$ cat src/rtl/alu_pkg.sv
// Opcodes and datapath width for the EX-stage ALU.
// The decoder/control unit uses the same constants when it drives alu_control.
package alu_pkg;

    localparam int ALU_WIDTH = 32;

    localparam logic [3:0] ALU_ADD   = 4'b0000;
    localparam logic [3:0] ALU_SUB   = 4'b0001;
    localparam logic [3:0] ALU_AND   = 4'b0010;
    localparam logic [3:0] ALU_OR    = 4'b0011;
    localparam logic [3:0] ALU_XOR   = 4'b0100;
    localparam logic [3:0] ALU_SLL   = 4'b0101;
    localparam logic [3:0] ALU_SRL   = 4'b0110;
    localparam logic [3:0] ALU_SRA   = 4'b0111;
    localparam logic [3:0] ALU_SLT   = 4'b1000;
    localparam logic [3:0] ALU_SLTU  = 4'b1001;
    localparam logic [3:0] ALU_PASSB = 4'b1010;

endpackage

$ cat src/rtl/alu_shifter.sv
// 32-bit logarithmic barrel shifter (5 stages) for SLL, SRL and SRA.
// dir = 1 shifts right, dir = 0 shifts left; arith selects sign fill on right shifts.
module alu_shifter
    import alu_pkg::*;
(
    input  logic [ALU_WIDTH-1:0] in,
    input  logic [4:0]           shamt,
    input  logic                 dir,
    input  logic                 arith,
    output logic [ALU_WIDTH-1:0] out
);

    logic [ALU_WIDTH-1:0] stage [0:5];
    logic                 fill;

    assign fill     = arith & in[ALU_WIDTH-1];
    assign stage[0] = in;

    // Stage k moves the data by 2^k when shamt[k] is set.
    for (genvar k = 0; k < 5; k++) begin : g_stage
        localparam int SH = 1 << k;
        assign stage[k+1] = !shamt[k] ? stage[k] :
                            dir       ? {{SH{fill}}, stage[k][ALU_WIDTH-1:SH]} :
                                        {stage[k][ALU_WIDTH-1-SH:0], {SH{1'b0}}};
    end

    assign out = stage[5];

endmodule

$ cat src/rtl/riscv_alu.sv
// RV32I EX-stage ALU: combinational result/zero plus a registered copy
// one cycle later for the EX/MEM boundary and debug.
module riscv_alu
    import alu_pkg::*;
#(
    parameter int WIDTH = ALU_WIDTH
)
(
    input  logic             clk,
    input  logic             rst,
    input  logic [WIDTH-1:0] a,
    input  logic [WIDTH-1:0] b,
    input  logic [3:0]       alu_control,
    output logic [WIDTH-1:0] result,
    output logic             zero,
    output logic [WIDTH-1:0] result_q,
    output logic             zero_q
);

    logic             do_sub;
    logic [WIDTH-1:0] b_op;
    logic [WIDTH:0]   sum;
    logic             overflow;
    logic             lt_signed;
    logic             lt_unsigned;
    logic [WIDTH-1:0] shift_out;
    logic             shift_right;
    logic             shift_arith;

    // One adder serves ADD, SUB and both compares; subtraction is a + ~b + 1.
    assign do_sub = (alu_control == ALU_SUB) || (alu_control == ALU_SLT) ||
                    (alu_control == ALU_SLTU);
    assign b_op   = do_sub ? ~b : b;
    assign sum    = {1'b0, a} + {1'b0, b_op} + {{WIDTH{1'b0}}, do_sub};

    // Signed less-than is the difference sign corrected by overflow;
    // unsigned less-than is a borrow, i.e. no carry out of a + ~b + 1.
    assign overflow    = (a[WIDTH-1] != b[WIDTH-1]) && (sum[WIDTH-1] != a[WIDTH-1]);
    assign lt_signed   = sum[WIDTH-1] ^ overflow;
    assign lt_unsigned = ~sum[WIDTH];

    assign shift_right = (alu_control == ALU_SRL) || (alu_control == ALU_SRA);
    assign shift_arith = (alu_control == ALU_SRA);

    alu_shifter u_shifter (
        .in    (a),
        .shamt (b[4:0]),
        .dir   (shift_right),
        .arith (shift_arith),
        .out   (shift_out)
    );

    always_comb begin
        result = '0;
        case (alu_control)
            ALU_ADD, ALU_SUB:           result = sum[WIDTH-1:0];
            ALU_AND:                    result = a & b;
            ALU_OR:                     result = a | b;
            ALU_XOR:                    result = a ^ b;
            ALU_SLL, ALU_SRL, ALU_SRA:  result = shift_out;
            ALU_SLT:                    result = {{(WIDTH-1){1'b0}}, lt_signed};
            ALU_SLTU:                   result = {{(WIDTH-1){1'b0}}, lt_unsigned};
            ALU_PASSB:                  result = b;
            default:                    result = '0;
        endcase
    end

    assign zero = (result == '0);

    always_ff @(posedge clk or posedge rst) begin
        if (rst) begin
            result_q <= '0;
            zero_q   <= 1'b0;
        end else begin
            result_q <= result;
            zero_q   <= zero;
        end
    end

endmodule

$ cat config.mk
export PLATFORM = sky130hd
export DESIGN_NAME = riscv_alu
export DESIGN_NICKNAME = d
export VERILOG_FILES = /design/src/rtl/alu_pkg.sv /design/src/rtl/alu_shifter.sv /design/src/rtl/riscv_alu.sv
export SDC_FILE = /design/constraint.sdc
export NUM_CORES = 1
export LEC_CHECK = 0
export ABC_AREA = 1
export CORE_ASPECT_RATIO = 1.25
export CORE_MARGIN = 1
export CORE_UTILIZATION = 45
export CTS_CLUSTER_SIZE = 16
export DETAILED_ROUTE_END_ITERATION = 7
export HOLD_SLACK_MARGIN = 0.1
export MAX_ROUTING_LAYER = met4
export PLACE_DENSITY_LB_ADDON = 0.15
export REMOVE_ABC_BUFFERS = 1
export SLEW_MARGIN = 20
export SYNTH_ARGS = -nofsm -noshare
export SYNTH_HDL_FRONTEND = slang
export SYNTH_HIERARCHICAL = 1
export SYNTH_SLANG_ARGS = --single-unit
$ cat constraint.sdc
create_clock -name clk -period 8.4 [get_ports clk]
set_input_delay 1.68 -clock clk [delete_from_list [all_inputs] [get_ports clk]]
set_output_delay 1.68 -clock clk [all_outputs]
set_load 0.01 [all_outputs]
==> results of run 1 <==
## tightest hold or removal path: cells and delay by family
kind	cells	cell delay, ps
buf+inv	3	790
## worst paths after layout
path                                start            to  depth (start not counted)
min                                   rst   result_q[3]                          3
min in group clk                    b[26]  result_q[26]                          5
max                        alu_control[2]          zero                         25
max in group asynchronous             rst  result_q[28]                          3
## metrics by stage
step | hold slack (ps) | instance area (um2)
6_report | 1770 | 10500
5_1_grt | 1860 | 10500
4_1_cts | 1790 | 10500
3_5_place_dp | 2090 | 10300
3_3_place_gp | 2080 | 10300
2_1_floorplan | 1810 | 8480
## synthesized netlist by cell type (all sizes together) (3+ instances only)
cell     instances
a221oi          14
a21oi           55
buf             54
nand2          533
nor2            98
a22o             4
dfrtp           33
o21bai           6
ha              95
a21o             9
o21ai           52
a2111oi          4
o211ai           6
nand3b           8
clkbuf          12
nand3          262
o221ai          14
a211oi           9
a21boi           3
nor3            10
nand4           10
or2             37
xor2            31
inv            152
nor4             3
## power by group through the flow
stage / clock network, uW / registers [uW] / logic [uW]
4_1_cts: 179 / 183 / 731
3_3_place_gp: 0 / 185 / 720
5_1_grt: 186 / 184 / 814
6_report: 177 / 183 / 741
2_1_floorplan: 0 / 197 / 425
3_5_place_dp: 0 / 186 / 726
## layer usage
metal	wire (um)	part of all wire
met5	0	0
met3	1580	0.047
met2	16400	0.49
met1	13900	0.41
met4	1840	0.054
## cell type report
class,instances,area (um2),share of cell area
Clock buffer,7,143,0.0136
Tap cell,265,332,0.0317
Multi-Input combinational cell,1274,7100,0.677
Sequential cell,33,826,0.0788
Inverter,153,577,0.0551
Timing Repair Buffer,154,1500,0.143
## sequential cells by signal, indices dropped and copies added (netlist names)
register  flops
result_q     32
zero_q        1
## timing repair
item,in CTS,in global routing
endpoints found under the setup margin,0,1
gates resized for setup,0,1
hold endpoints to repair,0,0
## cell families (layout without fill, tap and decap cells)
group | after synthesis | count (layout) | share of synthesized area
AOI/OAI and AO/OA | 184 | 184 | 0.135
xor gates and xnor gates | 31 | 31 | 0.0304
adders and majority gates | 96 | 96 | 0.136
buffers and inverters | 219 | 314 | 0.114
DFF | 33 | 33 | 0.0926
and+or+nand+nor | 963 | 963 | 0.492
## placed cells by master, fill, tap and decap left out, drive strengths merged, types with 14 or more instances in the layout
cell type,netlist,routed
nand3,262,262
a21oi,55,55
o21ai,52,52
ha,95,95
inv,152,152
dfrtp,33,33
xor2,31,31
a221oi,14,14
nand2,533,533
or2,37,37
buf,54,20
nor2,98,98
o221ai,14,14
clkdlybuf4s50,0,134
==> impl_metrics.tcl, run 1 <==
set metrics [dict create \
    path_clk_slew_ps 50 \
    cts_tree "yes" \
    cpMostUsedCell "nand2_1" \
    max_freq_mhz 125 \
    fp.dieW_um 128 \
    clockBufferDepth 2 \
    hp-class "in2async" \
    final_nets 1787 \
    synth_top_area_frac 0.218 \
    drv_cap 0 \
    tightest_slew_ps 954 \
    antenna_found_initial 0 \
    cts_hold_repair.buffers 0 \
    wire_per_inst_um 17.9 \
    share_comb_of_total_power 0.674 \
    internal_power_uw 575 \
    synthArstFlopShare 1.00 \
    drtIter0Drc 744 \
    tns_ps 0 \
    path_class "in2out" \
    synth_cell_types 57 \
    synth_top_cell_by_area "nand2_1" \
    grtUsageMet1 0.408 \
    row_count 57 \
    ys_ff_latch 33 \
    syn_avg_cell_area_um2 5.84 \
    rsz0062_at_grt "false" \
    crit_required_ps 6720 \
    die-area_um2 20400 \
    p_leak_uw 0.00546 \
    drt-vias-per-instance 5.69 \
    p_sw_frac 0.477 \
    start_kind "input port" \
    routed_wirelength_um 33700 \
    power_switching_uw 525 \
    coreArea_um2 19400 \
    nFillCells 2109 \
    grt_max_degree 37 \
    grt_pass1_wl_um 52800 \
    placed_cells_incl_taps 1879 \
    fin_crit_sh 0.955 \
    place.gp.congestion 1.04 \
    die_h_um 159 \
    postLayoutCoreUtil 0.540 \
    clock_power_share 0.160 \
    drtAntennaViolNets 0 \
    yosys_warnings 6 \
    crit_family "simple AND/OR/NAND/NOR gates" \
    critPathCaptureType "output pin" \
    hpwl_um 27400 \
    drv_slew 0 \
    finalPower_uw 1100 \
    grt.busiest_layer "met2" \
    crit_arrival_ps 6340 \
    worst_path_largest_cell_delay_ps 560 \
    drcViolationCount 0 \
    setup_violations 0 \
    clock_sink_count 33 \
    period_needed_ps 8020 \
    grt_pass1_vias 9989 \
    area_delta_synth_final_pct 17.5 \
    seqPwrFrac 0.166 \
    firstDrtPassIters 7 \
    post-cts-setup-buffer-count 0 \
    cts_made_buffers 5 \
    ir_drop_uv 76.7 \
    final-hold-violation-count 0 \
    io_pins 136 \
    status "finished clean" \
    path_max_fanout 34 \
    relSlewSlack 0.348 \
    cts_max_level 2 \
    syn_inst 1526 \
    fin_cells 1886 \
    gr-usage-met2 0.576 \
    cp_num_buf_inv 6 \
    root_buffer "clkbuf_16" \
    grt.total_usage 0.341 \
    p_per_area_nw_per_um2 105 \
    diodes 0 \
    ys.flop_type "dfrtp_1" \
    gr-usage-met3 0.0158 \
    yosysSeqAreaShare 0.0926 \
    cp_slowest_cell "clkdlybuf4s50_1" \
    drive_gt1_frac 0.0864 \
    fin_ws_ps 380 \
    io_buffers 135 \
    netlist_area_um2 8920 \
    pre_cts_ws_ps 384 \
    vias 10700 \
    grt-ovfl-total 0 \
    start_util 0.460 \
    synth_area_leaders "nand2_1 (22%), ha_1 (13%), nand3_1 (13%)" \
    synth-edff-count 0 \
]
Note: power is estimated with default switching activity, not from simulation.
==> inputs of run 2 (changes only) <==
CORE_MARGIN = 3   (was 1)
SLEW_MARGIN = default   (was 20)
==> run 2 against run 1 <==
  * Utilization increased by 0.79 points
  * First-iteration DRC count increased by 30%
  * Cell area about the same
  * Total power decreased by 0.93%
  * Sequential power about the same
  * Count of clock-buffer cells in the layout decreased by 1
  * Non-clock buffer count unchanged
  * Critical path depth increased by 1
  * Hold slack improved by 12 ps
  * Critical endpoint unchanged
==> impl_metrics.tcl, run 2 (same netlist as run 1, synthesis figures left out) <==
set metrics [dict create \
    largest_register "result_q" \
    grt_pass1_wl_um 51400 \
    grt.total_usage 0.304 \
    drv_slew 0 \
    cts_max_level 2 \
    tns_ps 0 \
    cts_tree "yes" \
    setup_violations 0 \
    drtAntennaViolNets 0 \
    crit_required_ps 6720 \
    grt.busiest_layer "met2" \
    start_kind "input port" \
    coreArea_um2 19100 \
    path_class "in2out" \
    gr-usage-met3 0.0213 \
    fin_crit_sh 0.951 \
    cts_made_buffers 5 \
    antenna_found_initial 0 \
    clock_sink_count 33 \
    die-area_um2 21600 \
    vias 10700 \
    die_h_um 163 \
    ir_drop_uv 115 \
    grt-ovfl-total 0 \
    largest_reg_flops 32 \
    drcViolationCount 0 \
    root_buffer "clkbuf_16" \
    final_nets 1787 \
    post-cts-setup-buffer-count 0 \
    hp-class "in2async" \
    drive_gt1_frac 0.0863 \
    grt_max_degree 69 \
    drtIter0Drc 966 \
    fp.dieW_um 132 \
    drt-vias-per-instance 5.69 \
    max_freq_mhz 125 \
    routed_wirelength_um 32800 \
    io_pins 136 \
    grtUsageMet1 0.373 \
    cts_resized 0 \
    multi_input_area_um2 7090 \
    firstDrtPassIters 6 \
    wire_per_inst_um 17.4 \
    gr-usage-met2 0.510 \
    hpwl_um 26700 \
    cts_hold_repair.buffers 0 \
    hold_ws_ps 1780 \
    reg_top3 "result_q (32), zero_q (1)" \
    p_leak_uw 0.00547 \
    seq_area_um2 826 \
    period_needed_ps 7990 \
    nFillCells 2003 \
    grt_pass1_vias 9777 \
    path_max_fanout 34 \
    tightest_slew_ps 1170 \
    place.gp.congestion 1.03 \
    status "finished clean" \
    area_delta_synth_final_pct 17.5 \
    final-hold-violation-count 0 \
    crit_arrival_ps 6310 \
    drv_cap 0 \
    p_per_area_nw_per_um2 104 \
    rsz0062_at_grt "false" \
    diodes 0 \
    relSlewSlack 0.216 \
    clockBufferDepth 2 \
    final_cell_mix "nand2_1 (518), nand3_1 (224), inv_1 (141)" \
    postLayoutCoreUtil 0.548 \
    final_common_cell "nand2_1" \
    io_buffers 135 \
    critPathCaptureType "output pin" \
    start_util 0.466 \
    path_clk_slew_ps 50 \
    row_count 56 \
]
[run 2: worst max-delay path by stage]
stage	startpoint	end
after global placement	alu_control[2]	zero
after CTS	alu_control[2]	zero
after floorplan	alu_control[2]	zero
after detailed placement	alu_control[2]	zero
after global routing	alu_control[2]	zero
final	alu_control[2]	zero
[run 2: area by class of cell]
class / instances / share of cell area
Clock inverter: 2 / 0.000955
Inverter: 153 / 0.0550
Clock buffer: 6 / 0.0123
Tap cell: 261 / 0.0312
Timing Repair Buffer: 154 / 0.146
Sequential cell: 33 / 0.0788
Multi-Input combinational cell: 1274 / 0.676
[run 2: through the flow]
step                      power [uW]  instances  setup WS, ps  area, um2
after floorplan                  622       1460           604       8480
after global placement           899       1875           572      10300
final                           1090       1883           414      10500
after global routing            1180       1883          42.8      10500
after detailed placement         906       1875           495      10300
after CTS                       1080       1883           462      10500
[run 2: power breakdown]
group          switching [uW]  leakage [uW]  internal [uW]  total (uW)
Clock                    64.2     0.0000706            109         173
Combinational             454       0.00497            280         734
Sequential               4.49      0.000430            178         183
Total                     523       0.00547            567        1090
[run 2: critical path, cell delays in order]
cell	delay, ps
clkdlybuf4s50_1	540
inv_1	70
nor2_1	130
inv_1	120
nor2_4	260
inv_4	210
nand2_1	110
nand3_1	120
nand3_1	120
nand3_1	160
nand2_1	110
nand3_2	110
o21ai_1	190
nand2_1	90
nand2_1	70
nand2_1	60
nand2_1	90
nand2_1	70
a2111oi_2	310
o21ai_1	210
nor2_1	120
nand2_1	60
nor3_1	270
nand3_1	270
nor2_1	190
clkdlybuf4s50_1	560
[run 2: layer usage]
| layer | routed length, um | share of wire | vias up |
|---|---|---|---|
| met5 | 0 | 0 | - |
| met3 | 2280 | 0.069 | 73 |
| li1 | - | - | 5235 |
| met1 | 13300 | 0.40 | 4968 |
| met2 | 15700 | 0.48 | 444 |
| met4 | 1630 | 0.049 | 0 |
